### config.mk
export PLATFORM = sky130hd
export DESIGN_NAME = usb_devep_ctrl
export DESIGN_NICKNAME = d
export VERILOG_FILES = /design/src/rtl/usb_dev_pkg.sv /design/src/rtl/usb_devep_reg.sv /design/src/rtl/usb_devep_ctrl.sv
export SDC_FILE = /design/constraint.sdc
export NUM_CORES = 1
export LEC_CHECK = 0
export CAP_MARGIN = 20
export CORE_ASPECT_RATIO = 0.7
export CORE_UTILIZATION = 42
export DETAILED_ROUTE_END_ITERATION = 7
export PLACE_DENSITY = 0.82
export SETUP_SLACK_MARGIN = 0.3
export SYNTH_ARGS = -nofsm -noshare
export SYNTH_HDL_FRONTEND = slang
export SYNTH_SLANG_ARGS = --single-unit
### constraint.sdc
create_clock -name clk -period 1.9 [get_ports clk]
set_clock_uncertainty 0.05 [all_clocks]
set_input_delay 0.475 -clock clk [delete_from_list [all_inputs] [get_ports clk]]
set_output_delay 0.475 -clock clk [all_outputs]
set_load 0.03 [all_outputs]
### src/rtl/usb_dev_pkg.sv
// Shared codes and constants for the USB device endpoint controller.
package usb_dev_pkg;

  localparam int unsigned EP_NUM_MAX = 16;
  localparam int unsigned EP_W       = 4;

  // Token type codes reported by the transaction layer
  localparam logic [1:0] TT_OUT   = 2'b00;
  localparam logic [1:0] TT_IN    = 2'b01;
  localparam logic [1:0] TT_SETUP = 2'b10;
  localparam logic [1:0] TT_RSVD  = 2'b11;

  // Handshake codes returned to the transaction layer
  localparam logic [1:0] HS_ACK   = 2'b00;
  localparam logic [1:0] HS_NAK   = 2'b01;
  localparam logic [1:0] HS_STALL = 2'b10;
  localparam logic [1:0] HS_NONE  = 2'b11;

  typedef enum logic [1:0] {
    ST_IDLE   = 2'd0,
    ST_LOOKUP = 2'd1,
    ST_RESP   = 2'd2,
    ST_BUSY   = 2'd3
  } state_t;

endpackage

### src/rtl/usb_devep_reg.sv
// Per-endpoint data toggle and stall flag.
// Stall flop exists only when USB_DEVEP_CTRL_STALL_EN is defined.
module usb_devep_reg (
  input  logic clk,
  input  logic rst,
  input  logic stall_set_i,
  input  logic stall_clr_i,
  input  logic setup_clr_i,
  input  logic flip_i,
  input  logic set_one_i,
  input  logic toggle_rst_i,
  output logic toggle_o,
  output logic stall_o
);

  logic tgl_q, tgl_d;

  // Toggle next value: forced reset beats a completion write
  always_comb begin
    tgl_d = tgl_q;
    if (toggle_rst_i)   tgl_d = 1'b0;
    else if (set_one_i) tgl_d = 1'b1;
    else if (flip_i)    tgl_d = ~tgl_q;
  end

  // Toggle register
  always_ff @(posedge clk) begin
    if (rst) tgl_q <= 1'b0;
    else     tgl_q <= tgl_d;
  end

  assign toggle_o = tgl_q;

`ifdef USB_DEVEP_CTRL_STALL_EN
  logic stall_q, stall_d;

  // Stall next value: SETUP clear beats set, set beats clear
  always_comb begin
    stall_d = stall_q;
    if (setup_clr_i)      stall_d = 1'b0;
    else if (stall_set_i) stall_d = 1'b1;
    else if (stall_clr_i) stall_d = 1'b0;
  end

  // Stall register
  always_ff @(posedge clk) begin
    if (rst) stall_q <= 1'b0;
    else     stall_q <= stall_d;
  end

  assign stall_o = stall_q;
`else
  logic unused_stall;
  assign unused_stall = ^{stall_set_i, stall_clr_i, setup_clr_i};
  assign stall_o      = 1'b0;
`endif

endmodule

### src/rtl/usb_devep_ctrl.sv
// Endpoint controller: serves tokens, picks handshake and data toggle,
// grants the datapath for one transaction, keeps toggle/stall state.
// Optional macro USB_DEVEP_CTRL_STALL_EN adds stall registers and STALL.
module usb_devep_ctrl
  import usb_dev_pkg::*;
#(
  parameter int unsigned EP_NUM = 4
) (
  input  logic              clk,
  input  logic              rst,
  input  logic              trsac_req,
  input  logic [1:0]        trsac_type,
  input  logic [3:0]        trsac_ep,
  output logic              trsac_ack,
  output logic [1:0]        trsac_hs,
  output logic              trsac_toggle,
  input  logic              trsac_done,
  input  logic              trsac_ok,
  input  logic              trsac_pid_tgl,
  input  logic [EP_NUM-1:0] ep_enable,
  input  logic [EP_NUM-1:0] ep_ready,
  input  logic [EP_NUM-1:0] ep_stall_set,
  input  logic [EP_NUM-1:0] ep_stall_clr,
  input  logic [EP_NUM-1:0] ep_toggle_rst,
  output logic [EP_NUM-1:0] ep_sel,
  output logic [EP_NUM-1:0] ep_commit,
  output logic [EP_NUM-1:0] ep_setup,
  output logic [EP_NUM-1:0] ep_stalled
);

  state_t            state_q, state_d;
  logic [1:0]        type_q, type_d;
  logic [EP_W-1:0]   ep_q, ep_d;
  logic [1:0]        hs_q, hs_d;
  logic              tog_q, tog_d;
  logic              ack_q, ack_d;
  logic [EP_NUM-1:0] sel_q, sel_d;
  logic [EP_NUM-1:0] commit_q, commit_d;
  logic [EP_NUM-1:0] setup_q, setup_d;
  logic [EP_NUM-1:0] flip_c, set_one_c, setup_clr_c, tgl_c, stall_c;
  logic [EP_NUM_MAX-1:0] en16, rdy16, stl16, tgl16, onehot16;

  // Zero-pad per-endpoint vectors so any 4-bit endpoint number indexes safely
  assign en16     = EP_NUM_MAX'(ep_enable);
  assign rdy16    = EP_NUM_MAX'(ep_ready);
  assign stl16    = EP_NUM_MAX'(stall_c);
  assign tgl16    = EP_NUM_MAX'(tgl_c);
  assign onehot16 = EP_NUM_MAX'(1) << ep_q;

  // Next-state, handshake decision and completion strobes
  always_comb begin
    state_d     = state_q;
    type_d      = type_q;
    ep_d        = ep_q;
    hs_d        = hs_q;
    tog_d       = tog_q;
    ack_d       = 1'b0;
    sel_d       = sel_q;
    commit_d    = '0;
    setup_d     = '0;
    flip_c      = '0;
    set_one_c   = '0;
    setup_clr_c = '0;
    case (state_q)
      ST_IDLE: begin
        if (trsac_req) begin
          type_d  = trsac_type;
          ep_d    = trsac_ep;
          state_d = ST_LOOKUP;
        end
      end
      ST_LOOKUP: begin
        ack_d   = 1'b1;
        tog_d   = 1'b0;
        state_d = ST_RESP;
        if ((32'(ep_q) >= EP_NUM) || !en16[ep_q] || (type_q == TT_RSVD)) begin
          hs_d = HS_NONE;
        end else if (type_q == TT_SETUP) begin
          hs_d = (ep_q == EP_W'(0)) ? HS_ACK : HS_NONE;
        end else if (stl16[ep_q]) begin
          hs_d = HS_STALL;
        end else if (!rdy16[ep_q]) begin
          hs_d = HS_NAK;
        end else begin
          hs_d  = HS_ACK;
          tog_d = tgl16[ep_q];
        end
      end
      ST_RESP: begin
        if (hs_q == HS_ACK) begin
          sel_d   = onehot16[EP_NUM-1:0];
          state_d = ST_BUSY;
        end else begin
          state_d = ST_IDLE;
        end
      end
      default: begin
        if (trsac_done) begin
          sel_d   = '0;
          state_d = ST_IDLE;
          case (type_q)
            TT_IN: begin
              if (trsac_ok) begin
                commit_d = onehot16[EP_NUM-1:0];
                flip_c   = onehot16[EP_NUM-1:0];
              end
            end
            TT_OUT: begin
              // A PID that does not match the expected toggle is a retransmit
              if (trsac_ok && (trsac_pid_tgl == tog_q)) begin
                commit_d = onehot16[EP_NUM-1:0];
                flip_c   = onehot16[EP_NUM-1:0];
              end
            end
            TT_SETUP: begin
              if (trsac_ok) begin
                setup_d[0]     = 1'b1;
                set_one_c[0]   = 1'b1;
                setup_clr_c[0] = 1'b1;
              end
            end
            default: ;
          endcase
        end
      end
    endcase
  end

  // Controller registers
  always_ff @(posedge clk) begin
    if (rst) begin
      state_q  <= ST_IDLE;
      type_q   <= TT_OUT;
      ep_q     <= '0;
      hs_q     <= HS_ACK;
      tog_q    <= 1'b0;
      ack_q    <= 1'b0;
      sel_q    <= '0;
      commit_q <= '0;
      setup_q  <= '0;
    end else begin
      state_q  <= state_d;
      type_q   <= type_d;
      ep_q     <= ep_d;
      hs_q     <= hs_d;
      tog_q    <= tog_d;
      ack_q    <= ack_d;
      sel_q    <= sel_d;
      commit_q <= commit_d;
      setup_q  <= setup_d;
    end
  end

  // Per-endpoint toggle/stall state
  for (genvar i = 0; i < EP_NUM; i++) begin : g_ep
    usb_devep_reg u_reg (
      .clk          (clk),
      .rst          (rst),
      .stall_set_i  (ep_stall_set[i]),
      .stall_clr_i  (ep_stall_clr[i]),
      .setup_clr_i  (setup_clr_c[i]),
      .flip_i       (flip_c[i]),
      .set_one_i    (set_one_c[i]),
      .toggle_rst_i (ep_toggle_rst[i]),
      .toggle_o     (tgl_c[i]),
      .stall_o      (stall_c[i])
    );
  end

  assign trsac_ack    = ack_q;
  assign trsac_hs     = hs_q;
  assign trsac_toggle = tog_q;
  assign ep_sel       = sel_q;
  assign ep_commit    = commit_q;
  assign ep_setup     = setup_q;
  assign ep_stalled   = stall_c;

endmodule

# Yosys cells after proc, flatten, opt, wreduce, memory -nomap -nowiden
# Memory sizes are Yosys's and may differ from the RTL's. A register that Yosys moved wholly into a read port is not among the register bits.
# Index checks and enable logic that the tools add are counted.
[totals] reg_bits=28 mem_bits_ro=16 input_bits=32 output_inout_bits=20 wordCells=88 n_memories=1
[mem_list] memory="(no name shown)" depth=16 word_bits=1 rd=1 rd_clocked_by_memory_dff=1 wr=0 line="usb_devep_ctrl.sv:80" text="end else if (stl16[ep_q]) begin"
[op_classes] order_cmp=2 n_eq_ne=8 shift=1 n_mux=37 bitwise=5 n_reduce_logical=20
[op_table] operator="$mux 4" n=8
[op_table] operator="$mux 1" n=16
[op_table] operator="$pmux 4 s2" n=2
[op_table] operator="$mux 2" n=7
[op_table] operator="$bmux 1 s4" n=3
[op_table] operator="$reduce_or 2->1" n=5
[op_table] operator="$eq 2x2->1 const B" n=3
[op_table] operator="$logic_not 2->1" n=3
[op_table] operator="$pmux 2 s3" n=1
[op_table] operator="$lt 4x5->1 const B" n=1
[op_table] operator="$not 1->1" n=5
[op_table] operator="$eq 2x1->1 const B" n=2
[op_table] operator="$ge 4x3->1 const B" n=1
[op_table] operator="$logic_not 4->1" n=1
[op_table] operator="$ne 2x2->1 const B" n=2
[op_table] operator="$reduce_and 2->1" n=2
[op_table] operator="$reduce_bool 2->1" n=2
[op_table] operator="$reduce_bool 4->1" n=1
[op_table] operator="$shl 1x4->4 const A" n=1
[op_table] operator="$reduce_and 3->1" n=1
[op_table] operator="$reduce_or 3->1" n=1
[op_table] operator="$logic_or 1x1->1" n=2
[op_table] operator="$eq 1x1->1" n=1
[op_table] operator="$logic_and 1x1->1" n=1
[op_table] operator="$logic_not 1->1" n=1

# Longest topological paths before layout
[logic_depth] depth_word=8 mapped_depth=5

# Cells and area by module
# A second synthesis with hierarchy kept.
[unflattened] cells_unflattened=133 area_unflattened_um2=1219.9
[modules_own_cells] mod="usb_devep_ctrl" n_inst=1 cells_each=109 area_per_inst_um2=1014.7
[modules_own_cells] mod="usb_devep_reg" n_inst=4 cells_each=6 area_per_inst_um2=51.3

# Worst setup path before layout
# OpenSTA, ideal clock, no wires.
[synth_timing] path_type="register -> register" from="register ep_q[1]" to="register g_ep[1].u_reg.tgl_q" setup_ns=0.131 arrival_ns=1.505 t_required_ns=1.719 path_slack_ns=0.214 path_stages_with_launch=6 cell_sequence="dfxtp_1 -> buf_4 -> or4b_4 -> a2111oi_2 -> xnor2_1 -> nor3_2"
[synth_between] elab_chain_cells=5
[synth_lines] element="from (decl)" line="usb_devep_ctrl.sv:33" text="logic [EP_W-1:0] ep_q, ep_d;"
[synth_lines] element="from (signal assigned)" line="usb_devep_ctrl.sv:144" text="ep_q <= ep_d;"
[synth_lines] element="$shl 1x4->4 *" line="usb_devep_ctrl.sv:48" text="assign onehot16 = EP_NUM_MAX'(1) << ep_q;"
[synth_lines] element="$mux 4, on equally long branches" line="usb_devep_ctrl.sv:110, usb_devep_ctrl.sv:103"
[synth_lines] element="$pmux 4 s2 *" line="usb_devep_ctrl.sv:101" text="case (type_q)"
[synth_lines] element="$mux 4 *" line="usb_devep_ctrl.sv:98" text="if (trsac_done) begin"
[synth_lines] element="$mux 4 *"
[synth_lines] element="to (signal assigned)" line="usb_devep_reg.sv:29" text="else tgl_q <= tgl_d;"
[synth_lines] element="to (decl)" line="usb_devep_reg.sv:16" text="logic tgl_q, tgl_d;"
# Every way passes the cells marked *; elsewhere a longest branch is shown, timed or not.
# A chain may end at the register's enable or synchronous reset.

# Final worst setup path
[layout_timing] from="register ep_q[3]" to="register g_ep[2].u_reg.tgl_q"
[layout_between] elab_chain_cells=5
[layout_lines] element="$shl 1x4->4 *" line="usb_devep_ctrl.sv:48"
[layout_lines] element="$mux 4, on equally long branches" line="usb_devep_ctrl.sv:110, usb_devep_ctrl.sv:103"
[layout_lines] element="$pmux 4 s2 *" line="usb_devep_ctrl.sv:101"
[layout_lines] element="$mux 4 *" line="usb_devep_ctrl.sv:98"
[layout_lines] element="$mux 4 *"
[layout_lines] element="to (signal assigned)" line="usb_devep_reg.sv:29"
[layout_lines] element="to (decl)" line="usb_devep_reg.sv:16"
# Marks and branches as above.

==> reports/summary.txt <==
commonest cells after routing, fill and taps aside = nor2_1, clkdlybuf4s50_1, dfxtp_1
pwr/cell area = 669 nW/µm²
Syn Area/Cell = 9.67 µm²
hold buffers post-CTS = 0
gr usage total = 0.205
GPL Wtd Cong = 0.893
Nets = 207
Post-Place Worst Slack = -158 ps
die height = 47.6 µm
final antenna-violating net count = 0
grt ovf = 0
final setup margin = 256 ps
Top Metal Used = met4
mux contribution to synthesized area = 0.141
Pre-Repair DR Iteration Count = 4
Synth Area in XOR/XNOR = 0.0351
count of clock tree sinks = 25
Initial DRC Count = 30
vias in the first global route = 1051
maxcap violations = 0
CTS root buffer = clkbuf_8
Core Footprint = 2800 µm²
VDD IR-drop max = 408 µV
# setup viols final = 0
M1 WL = 1400 µm
Area growth syn-to-layout = 42.8%
Ant. Diodes = 0
outcome = finished, final reports clean
# H-tree levels = 1
wire length on met3 = 223 µm
IO Port Bufs = 36
met2 routed WL = 1350 µm
Vias/cell = 5.21
CTS tree = done
CP Data Required Time = 2060 ps
crit share post-route = 0.866
dpl hpwl = 2210 µm
Hold Crit Class = reg2reg
Seq/Total Area, Yosys = 0.401
most common cell after layout, fill and taps aside = nor2_1
Netlist cell types = 39
simple-gate share of the synthesized area = 0.221
flop2flop setup slack = 260 ps
Min Clock Period, post-route = 1640 ps
Clock transition at path regs = 90 ps
layout cells sized above 1 = 0.213
Ys Warns = 0
Worst Path Max Fanout = 7
Post-Syn Instances = 129
RSZ-0062 raised after global routing = yes
Avg WL per Cell = 14.3 µm
vias = 1094
Fin. Hold Viols = 0
post-route setup TNS = 0 ps
Setup crit end kind = flop
Die Wd = 67.1 µm
Setup crit start kind = flop
row count = 16
Mapped Area = 1250 µm²
flops & latches, synth = 25
Worst-Skew Late Latency = 280 ps
kind of critical path = reg2reg
CTS Buffer Depth = 2
critical path arrival = 1800 ps
leakage power = 0.748 nW
first-pass GRT wire length = 4660 µm
I/O pin total = 52
DRC violations left = 0
total CTS buffers = 3
die footprint = 3200 µm²
largest net degree at the start of global routing = 17
DRT Wirelength = 3000 µm
Initial Utilization = 0.445
post-synthesis adder-cell area fraction = 0
complex-gate fraction of the synthesized area = 0.120
Slew Viols, Final = 0
initial antenna violation count = 0
largest family of logic cells by synthesized area = simple AND/OR/NAND/NOR gates
Highest Clock Rate = 0.608 GHz
## power by group
group | switching, mW | internal, mW
Clock | 0.178 | 0.149
Sequential | 0.0329 | 0.548
Combinational | 0.149 | 0.135
## per-stage QoR
| step | util | area (µm²) | cells | power [mW] | hold slack (ps) |
|---|---|---|---|---|---|
| 3_5_place_dp | 0.595 | 1670 | 201 | 0.864 | 440 |
| 4_1_cts | 0.631 | 1770 | 209 | 1.19 | 456 |
| 5_1_grt | 0.636 | 1780 | 210 | 1.25 | 482 |
| 3_3_place_gp | 0.595 | 1670 | 201 | 0.853 | 433 |
| 6_report | 0.636 | 1780 | 210 | 1.19 | 444 |
| 2_1_floorplan | - | 1300 | 135 | 0.764 | 451 |
## path summary, 6_finish.rpt
kind | start | end | cells after the start
max | ep_q[3]$_SDFFE_PP0P_ | g_ep[2].u_reg.toggle_o$_SDFFE_PP0P_ | 4
min | ep_sel[0]$_SDFFE_PP0P_ | ep_sel[0]$_SDFFE_PP0P_ | 2
max reg2reg | ep_q[3]$_SDFFE_PP0P_ | g_ep[2].u_reg.toggle_o$_SDFFE_PP0P_ | 4
min reg2reg | ep_sel[0]$_SDFFE_PP0P_ | ep_sel[0]$_SDFFE_PP0P_ | 2
## worst max-delay path, stage by stage (launching register included)
cell	delay, ps
dfxtp_4	370
or4b_4	560
a2111oi_4	310
xnor2_1	110
nor3_1	170
## synthesized netlist by cell type
library cell	number	share of area
o22ai_1	3	0.015
dfxtp_1	25	0.40
nand2_1	1	0.0030
a2111oi_0	1	0.0070
a21oi_1	2	0.0080
clkbuf_1	3	0.0090
mux4_1	1	0.021
a2111oi_4	1	0.022
or3_1	2	0.010
nor2b_1	2	0.010
or3b_1	1	0.0070
nand2b_1	4	0.020
xnor2_1	4	0.028
buf_1	1	0.0030
nor2_1	24	0.072
a211oi_2	1	0.010
a31oi_1	1	0.0050
nand4_1	1	0.0050
or4b_4	1	0.011
nor3b_1	1	0.0060
or4_4	1	0.0090
nand4bb_1	1	0.0090
and2_0	1	0.0050
xor2_1	1	0.0070
a2111oi_2	2	0.024
a2111o_1	1	0.0090
mux2i_1	15	0.12
or4b_1	1	0.0080
or3b_2	1	0.0070
conb_1	1	0.0030
nor3_2	1	0.0080
inv_1	3	0.0090
buf_4	8	0.048
o21ai_0	2	0.0080
nor3_1	5	0.020
buf_6	1	0.0090
a41o_1	1	0.0080
o21ai_1	1	0.0040
and3_1	2	0.010
## layout make-up
cell class                      count  area (µm²)
Inverter                            3        11.3
Fill cell                         249        1020
Sequential cell                    25         513
Clock inverter                      1        7.51
Multi-Input combinational cell     94         732
Timing Repair Buffer               48         432
Tap cell                           36        45.0
Clock buffer                        3        41.3
## routing by layer
layer  track usage  vias up
met5             0        -
met4        0.0596        0
met3        0.0619        6
met2         0.370       42
met1         0.240      512
li1              -      534
## what timing repair did
action,in CTS,in global routing
endpoints found under the setup margin,26,17
endpoints found under the hold margin,0,0
buffers inserted,4,1
resized for setup,22,14
pin swaps,7,5
## logic make-up after synthesis
kind of cell | after synthesis
multiplexers | 16
flip-flops | 25
XOR/XNOR | 5
AO/OA/AOI/OAI | 16
other | 1
buffers and inverters | 16
AND/OR/NAND/NOR | 50
## registers in the layout (all words and copies together), names as in the netlist
| register | flops |
|---|---|
| ep_commit | 4 |
| trsac_ack | 1 |
| trsac_hs | 2 |
| state_q | 2 |
| g_ep.u_reg.toggle_o | 4 |
| type_q | 2 |
| ep_sel | 4 |
| ep_q | 4 |
| trsac_toggle | 1 |
| ep_setup | 1 |
Power figures use the tool's default switching activity.
